<file path="config.mk">
export PLATFORM = sky130hd
export DESIGN_NAME = mem_read_sequencer_flat
export DESIGN_NICKNAME = d
export VERILOG_FILES = /design/src/rtl/mem_read_sequencer_if.sv /design/src/rtl/mem_read_sequencer.sv /design/src/flat_wrapper.sv
export SDC_FILE = /design/constraint.sdc
export NUM_CORES = 1
export LEC_CHECK = 0
export BUFFER_PORTS_ARGS = -buffer_cell sky130_fd_sc_hd__buf_2
export CORE_MARGIN = 4
export CORE_UTILIZATION = 59
export CTS_CLUSTER_DIAMETER = 30
export DETAILED_ROUTE_END_ITERATION = 8
export HOLD_SLACK_MARGIN = 0.06
export PLACE_DENSITY = 0.94
export SLEW_MARGIN = 20
export SYNTH_ARGS = -nofsm -noshare
export SYNTH_HDL_FRONTEND = slang
export SYNTH_SLANG_ARGS = --single-unit
</file>
<file path="constraint.sdc">
create_clock -name clk -period 5.9 [get_ports clk]
set_input_delay 1.77 -clock clk [delete_from_list [all_inputs] [get_ports clk]]
set_output_delay 1.77 -clock clk [all_outputs]
set_load 0.05 [all_outputs]
</file>
<file path="src/rtl/mem_read_sequencer_if.sv">
// mem_read_sequencer_if: read bus between the sequencer (master) and memory (slave)
interface mem_read_sequencer_if #(
  parameter int ADDR_W = 15,
  parameter int WORD_W = 32
);
  logic [ADDR_W-1:0] mem_address;
  logic              mem_ready;
  logic [WORD_W-1:0] mem_data;
  modport master(output mem_address, input mem_ready, mem_data);
  modport slave(input mem_address, output mem_ready, mem_data);
endinterface

</file>
<file path="src/rtl/mem_read_sequencer.sv">
// mem_read_sequencer: walks an address range issuing reads, accumulating checksum and hit/miss statistics
module mem_read_sequencer #(
  parameter int ADDR_W = 15,
  parameter int WORD_W = 32,
  parameter int SUM_W  = 48
) (
  input  logic                 clk,
  input  logic                 clear,
  input  logic                 start,
  input  logic [ADDR_W-1:0]    start_addr,
  input  logic [ADDR_W-1:0]    end_addr,
  mem_read_sequencer_if.master mem,
  output logic                 busy,
  output logic                 done,
  output logic                 err,
  output logic [SUM_W-1:0]     sum,
  output logic [15:0]          access_count,
  output logic [15:0]          hit_count,
  output logic [15:0]          miss_count,
  output logic [31:0]          stall_cycles
);
  typedef enum logic [1:0] {IDLE, ISSUE, WAIT, DONE} state_t;
  state_t            state;
  logic [ADDR_W-1:0] end_q;
  logic              stalled;
  always_ff @(posedge clk) begin
    if (clear) begin
      state           <= IDLE;
      end_q           <= '0;
      stalled         <= 1'b0;
      mem.mem_address <= '0;
      busy            <= 1'b0;
      done            <= 1'b0;
      err             <= 1'b0;
      sum             <= '0;
      access_count    <= '0;
      hit_count       <= '0;
      miss_count      <= '0;
      stall_cycles    <= '0;
    end else begin
      case (state)
        IDLE, DONE: begin
          if (start) begin
            sum          <= '0;
            access_count <= '0;
            hit_count    <= '0;
            miss_count   <= '0;
            stall_cycles <= '0;
            if (end_addr >= start_addr) begin
              end_q           <= end_addr;
              mem.mem_address <= start_addr;
              err             <= 1'b0;
              done            <= 1'b0;
              busy            <= 1'b1;
              state           <= ISSUE;
            end else begin
              err   <= 1'b1;
              done  <= 1'b1;
              state <= DONE;
            end
          end
        end
        ISSUE: begin
          stalled <= 1'b0;
          state   <= WAIT;
        end
        WAIT: begin
          if (!mem.mem_ready) begin
            stalled      <= 1'b1;
            stall_cycles <= (stall_cycles == '1) ? stall_cycles : stall_cycles + 32'd1;
          end else begin
            sum          <= sum + SUM_W'(mem.mem_data);
            access_count <= access_count + 16'd1;
            hit_count    <= stalled ? hit_count : hit_count + 16'd1;
            miss_count   <= stalled ? miss_count + 16'd1 : miss_count;
            if (mem.mem_address == end_q) begin
              busy  <= 1'b0;
              done  <= 1'b1;
              state <= DONE;
            end else begin
              mem.mem_address <= mem.mem_address + 1'b1;
              state           <= ISSUE;
            end
          end
        end
        default: state <= IDLE;
      endcase
    end
  end
endmodule

</file>
<file path="src/flat_wrapper.sv">
// flat-port wrapper written by rule: the top's interface ports become plain ports
module mem_read_sequencer_flat 
#(
  parameter int ADDR_W = 15,
  parameter int WORD_W = 32,
  parameter int SUM_W  = 48
)
  (clk, clear, start, start_addr, end_addr, busy, done, err, sum, access_count, hit_count, miss_count, stall_cycles, mem_mem_address, mem_mem_ready, mem_mem_data);
  mem_read_sequencer_if #(.ADDR_W(ADDR_W), .WORD_W(WORD_W)) mem_i ();
  input  logic clk;
  input  logic clear;
  input  logic start;
  input  logic [ADDR_W-1:0] start_addr;
  input  logic [ADDR_W-1:0] end_addr;
  output logic busy;
  output logic done;
  output logic err;
  output logic [SUM_W-1:0] sum;
  output logic [15:0] access_count;
  output logic [15:0] hit_count;
  output logic [15:0] miss_count;
  output logic [31:0] stall_cycles;
  output wire logic [$bits(mem_i.mem_address)-1:0] mem_mem_address;
  input wire logic [$bits(mem_i.mem_ready)-1:0] mem_mem_ready;
  input wire logic [$bits(mem_i.mem_data)-1:0] mem_mem_data;
  assign mem_mem_address = mem_i.mem_address;
  assign mem_i.mem_ready = mem_mem_ready;
  assign mem_i.mem_data = mem_mem_data;
  mem_read_sequencer #(.ADDR_W(ADDR_W), .WORD_W(WORD_W), .SUM_W(SUM_W)) u_core (.clk(clk), .clear(clear), .start(start), .start_addr(start_addr), .end_addr(end_addr), .mem(mem_i), .busy(busy), .done(done), .err(err), .sum(sum), .access_count(access_count), .hit_count(hit_count), .miss_count(miss_count), .stall_cycles(stall_cycles));
endmodule
</file>
# Word-level counts from Yosys, hierarchy flattened
# Index checks and enable logic that the tools add are counted.
# classes
n_addsub	6
magnitude_cmp	1
eq_ne	14
muxes	38
reduce_logical	15
# op_table
operator	n
16-bit two-way mux	6
32-bit two-way mux	3
48-bit two-way mux	2
16-bit one-hot mux with 2 select lines	3
48-bit one-hot mux with 2 select lines	1
32-bit one-hot mux with 2 select lines	1
15-bit two-way mux	4
16-bit by 1-bit adder with 16-bit output (second input constant)	3
48-bit by 32-bit adder with 48-bit output	1
32-bit by 1-bit adder with 32-bit output (second input constant)	1
32-bit equality test (second input constant)	1
15-bit one-hot mux with 2 select lines	1
4-bit AND reduction	4
15-bit by 1-bit adder with 15-bit output (second input constant)	1
15-bit equality test	1
15-bit >= comparator	1
2-bit inequality test (second input constant)	6
5-bit AND reduction	2
1-bit two-way mux	9
2-bit two-way mux	4
2-bit by 1-bit inequality test with 1-bit output (second input constant)	3
1-bit one-hot mux with 2 select lines	3
2-bit one-hot mux with 3 select lines	1
2-bit AND reduction	3
other kinds (6)	9
# word_totals
register_bits	164
out_inout_bits	146
word_cells	86

# Depth between registers and ports, before layout
# logic_depth
ltp_word	4
depth_mapped	12
ltp_nobuf	10

# Least setup slack after synthesis
# OpenSTA, ideal clock, no wires.
# synth_path
kind	input port to flip-flop
start	in mem_mem_data[0]
end	reg u_core.sum[38]
setup_time_ns	0.070
t_arrival_ns	3.913
required_ns	5.830
setup_slack_ns	1.916
path_stages	11
path_buffers	1
cell_sequence	ha_1 -> fa_1 -> a21o_1 -> a221o_2 -> a31oi_4 -> a2111oi_4 -> o21ai_1 -> and3_4 -> buf_6 -> o21ai_0 -> a21oi_1
# synth_between
elab_chain_cells	3
# synth_rtl
element	line	text
from (decl)	flat_wrapper.sv:25	input wire logic [$bits(mem_i.mem_data)-1:0] mem_mem_data;
48-bit by 32-bit adder with 48-bit output	mem_read_sequencer.sv:72	sum <= sum + SUM_W'(mem.mem_data);
48-bit two-way mux	mem_read_sequencer.sv:68	if (!mem.mem_ready) begin
48-bit one-hot mux with 2 select lines	mem_read_sequencer.sv:41	case (state)
to (signal assigned)	mem_read_sequencer.sv:72	
to (decl)	mem_read_sequencer.sv:16	output logic [SUM_W-1:0] sum,
# No other way between the ends. The select of a mux whose other input is x is not followed.
# A chain may end at the register's enable or synchronous reset.

# Worst setup path in the final report
# layout_path
start	in mem_mem_data[6]
end	reg u_core.sum[41]
# Same word-level chain as after synthesis.

==> summary.md <==
| Metric | Value |
|---|---|
| Post-synthesis async set-or-reset flop share | 0% |
| Clock sinks | roughly 160 |
| Gpl congestion | 0.951 |
| CP max FO | 14 |
| First-pass GRT wire length | 42300 um |
| Hold Fails Final Rpt | 0 |
| Top cells by area, synth | dfxtp_1, ha_1, a21oi_1, xnor2_1, nor2_1 |
| Max stage delay cell, worst path | or4_1 |
| Worst Tran Pin Value | 1.11 ns |
| Setup Buffers After CTS | 0 |
| Core Footprint | 0.0158 sq mm |
| Fillers | 1176 |
| Synth top cells by count | dfxtp_1, nor2_1, nand2_1 |
| Cts bufs inserted | 17 |
| NetSw | between 0.002 and 0.0025 W |
| Setup TNS | 0 ns |
| Leak | 4.83 nW |
| Post-synthesis sequential area ratio | 34.7% |
| Vias in the first global route | between 8k and 9k |
| Synth unique cells | 70 |
| Peak VDD IR | 0.345 mV |
| Hpwl dp | 18900 um |
| Crit-path max cell delay | 0.47 ns |
| Fin nets | 1481 |
| Crit path max-delay family | simple AND/OR/NAND/NOR gates |
| Final Setup Violations | 0 |
| FMAX | 254 MHz |
| Die Ht | 135 um |
| CTS tree | built |
| Post-synth top area share | a little over a third |
| Clk network pwr share | 25.3% |
| Critical Path End Type | flop |
| Critical path depth | 10 |
| Grt ovf | 0 |
| Mean cell area of the mapped netlist | 8.04 sq um |
| Count of pins over their slew limit | 0 |
| First DRT Iteration DRCs | 875 |
| Status | completed |
| Clk slew on worst S/H paths | 0.07 ns |
| Setup Crit Path Kind | primary input to flop |
| Layout cells sized above 1 | 19.8% |
| Cell taking the most area after synthesis | dfxtp_1 |
| Fin crit share | between 60 and 70% |
| DRT antenna net count | 0 |
| Final Cell Area | 0.0111 sq mm |
| Relative slew margins | 25.9% |
| Largest net degree at the start of global routing | 70 |
| CTS H-tree lvls | 4 |
| Via count | between 9k and 10k |
| Worst Reg-to-Reg Cells | 9 |
| Sw Share | a little under half |
| Row cnt | 46 |
| Synth warn | 0 |
| Resized cells post-CTS | 0 |
| Layout area overhead | 17.8% |
| Logic pwr share | between 40 and 50% |
| Post-synthesis instance area | 0.00946 sq mm |
| Port Buffers | 211 |
| DR vias/cell | ~6 |
| Startpoint class of the critical path | primary input |
| Arrival @ worst endpoint | 4.30 ns |
| Die W | 135 um |
| RSZ-0062 raised after global routing | no |
| Clock latency on the worst-skew pair | 0.43 ns |
| Pre-Repair DR Iteration Count | 6 |
| Min-Delay Path Depth | 2 |
| Critical path's most frequent cell | a21oi_1 |
| Skew final | 0.0132 ns |
| Count leader, synth | dfxtp_1 |
| Number of flops mapped to enable cells by yosys | 0 |
| Placed inst area | 0.0106 sq mm |
| Root Driver | clkbuf_16 |
| Post-route DRC | 0 |
| Crit-path cells | buf_2, ha_1, o21ai_0, a21oi_1, nor3b_2, a21oi_1, o211ai_1, nand2_1, or4_1, a21oi_1 |
| Aggregate global-route resource usage | approximately 28% |
| Util after Layout | 70.4% |
| CP bufs+invs | 1 |
| Hold WC Path Type | flop to flop |
| PwrDens | 395 mW/mm^2 |
| Starting Density | 59.8% |
| Syn Inst Count | 1177 |
| Main synth FF type | dfxtp_1 |
| WP data required | between 6 and 7 ns |
| Initial antenna violation count | 1 |
| Full die area | around 0.018 sq mm |
| Seq pwr share | 31.2% |
| Routed WL | 26000 um |
| Clock buffer depth | 2 |
| #FFs+latches synth | 164 |
| Number of hold buffers added after cts | 0 |
| P_int | 0.00239 W |
| Syn_nets | 1299 |
| Max_cap viols | 0 |
| # IOs | 212 |
| Drt wl/cell | 16.3 um |
| Post-route minimum period | 3.94 ns |
[worst reg2reg max path, delay by kind of cell (launching register included)]
kind            cells  cell delay, ns
compound gates      3            0.92
fa+ha+maj           1            0.73
buf+inv             2            0.41
flops               1            0.34
simple gates        3            1.10
[cell families (layout without fill, tap and decap cells)]
kind of cell	count (synthesis)	count (layout)	synth area share [%]
AO/OA/AOI/OAI	288	288	18.8
buffers and inverters	88	283	4.40
AND/OR/NAND/NOR	475	475	24.6
multiplexers	9	9	0.992
adder cells (fa/ha/maj)	56	56	7.48
XOR/XNOR	97	97	8.98
flip-flops	164	164	34.7
other	0	1	0
[metrics by stage]
stage | total power, W | std cells | hold WS, ns | setup WS [ns]
after detailed placement | 0.00326 | 1556 | 0.451 | 1.58
after global placement | 0.00321 | 1556 | 0.445 | 1.65
after CTS | 0.00437 | 1588 | 0.475 | 2.02
after floorplan | 0.00283 | 1177 | 0.466 | 1.92
after global routing | 0.00462 | 1589 | 0.500 | 1.75
final | 0.00440 | 1589 | 0.477 | 1.96
[state kept, by name (all words and copies together), names as in the netlist]
signal,count
u_core.sum,48
u_core.busy,1
u_core.mem.mem_address,15
u_core.stall_cycles,32
u_core.done,1
u_core.miss_count,16
u_core.state,2
u_core.stalled,1
u_core.access_count,16
u_core.end_q,15
u_core.err,1
u_core.hit_count,16
[placed cells by master, fill, tap and decap left out, types with 5 or more instances in the layout]
cell type	synthesis	final
a211oi_1	8	8
a21boi_0	6	6
a21o_1	23	23
a21oi_1	104	104
a22oi_1	19	19
and2_1	11	11
and3_1	21	21
and4_1	8	8
buf_2	3	211
buf_4	3	7
clkbuf_16	0	17
dfxtp_1	164	164
ha_1	55	55
inv_1	32	32
inv_8	0	6
mux2i_1	6	6
nand2_1	115	115
nand2b_1	11	11
nand3_1	55	55
nand4_1	33	33
nor2_1	125	125
nor2b_1	8	8
nor3_1	21	20
nor4_1	5	5
o211ai_1	7	7
o21a_1	5	5
o21ai_0	70	70
o21bai_1	5	5
o221ai_1	9	9
or2_2	5	5
or3_1	38	38
or4_1	8	8
xnor2_1	54	54
xor2_1	43	43
[area by class of cell]
| cell class | count | area (sq um) | share of cell area [%] |
|---|---|---|---|
| Multi-Input combinational cell | 925 | 5770 | 51.7 |
| Antenna cell | 1 | 2.50 | 0.0224 |
| Clock buffer | 17 | 425 | 3.82 |
| Tap cell | 216 | 270 | 2.42 |
| Sequential cell | 164 | 3280 | 29.5 |
| Clock inverter | 15 | 166 | 1.49 |
| Timing Repair Buffer | 218 | 1110 | 9.94 |
| Inverter | 33 | 124 | 1.11 |
[routing by layer]
metal	wire, um	GRT usage (%)	vias up
met1	11000	36.4	4494
met4	866	11.5	0
met5	0	0	-
met2	12200	45.6	458
met3	1880	5.48	72
li1	-	-	4572
[power groups by stage]
stage | combinational, W | sequential [W] | clock [W]
finish | 0.00191 | 0.00137 | 0.00111
CTS | 0.00189 | 0.00137 | 0.00112
global placement | 0.00182 | 0.00139 | 0
global route | 0.00207 | 0.00139 | 0.00116
floorplan | 0.00111 | 0.00172 | 0
detailed placement | 0.00186 | 0.00139 | 0
[path summary, 6_finish.rpt]
path / startpoint / end / slack [ns]
hold / removal: u_core.sum[47]$_SDFFE_PP0P_ / u_core.sum[47]$_SDFFE_PP0P_ / 0.48
setup reg to reg: u_core.state[0]$_SDFFE_PP0P_ / u_core.mem.mem_address[0]$_SDFFE_PP0P_ / 2.32
setup / recovery: mem_mem_data[6] / u_core.sum[41]$_SDFFE_PP0P_ / 1.96
hold reg to reg: u_core.sum[47]$_SDFFE_PP0P_ / u_core.sum[47]$_SDFFE_PP0P_ / 0.48
(Power assumes the default switching activity.)
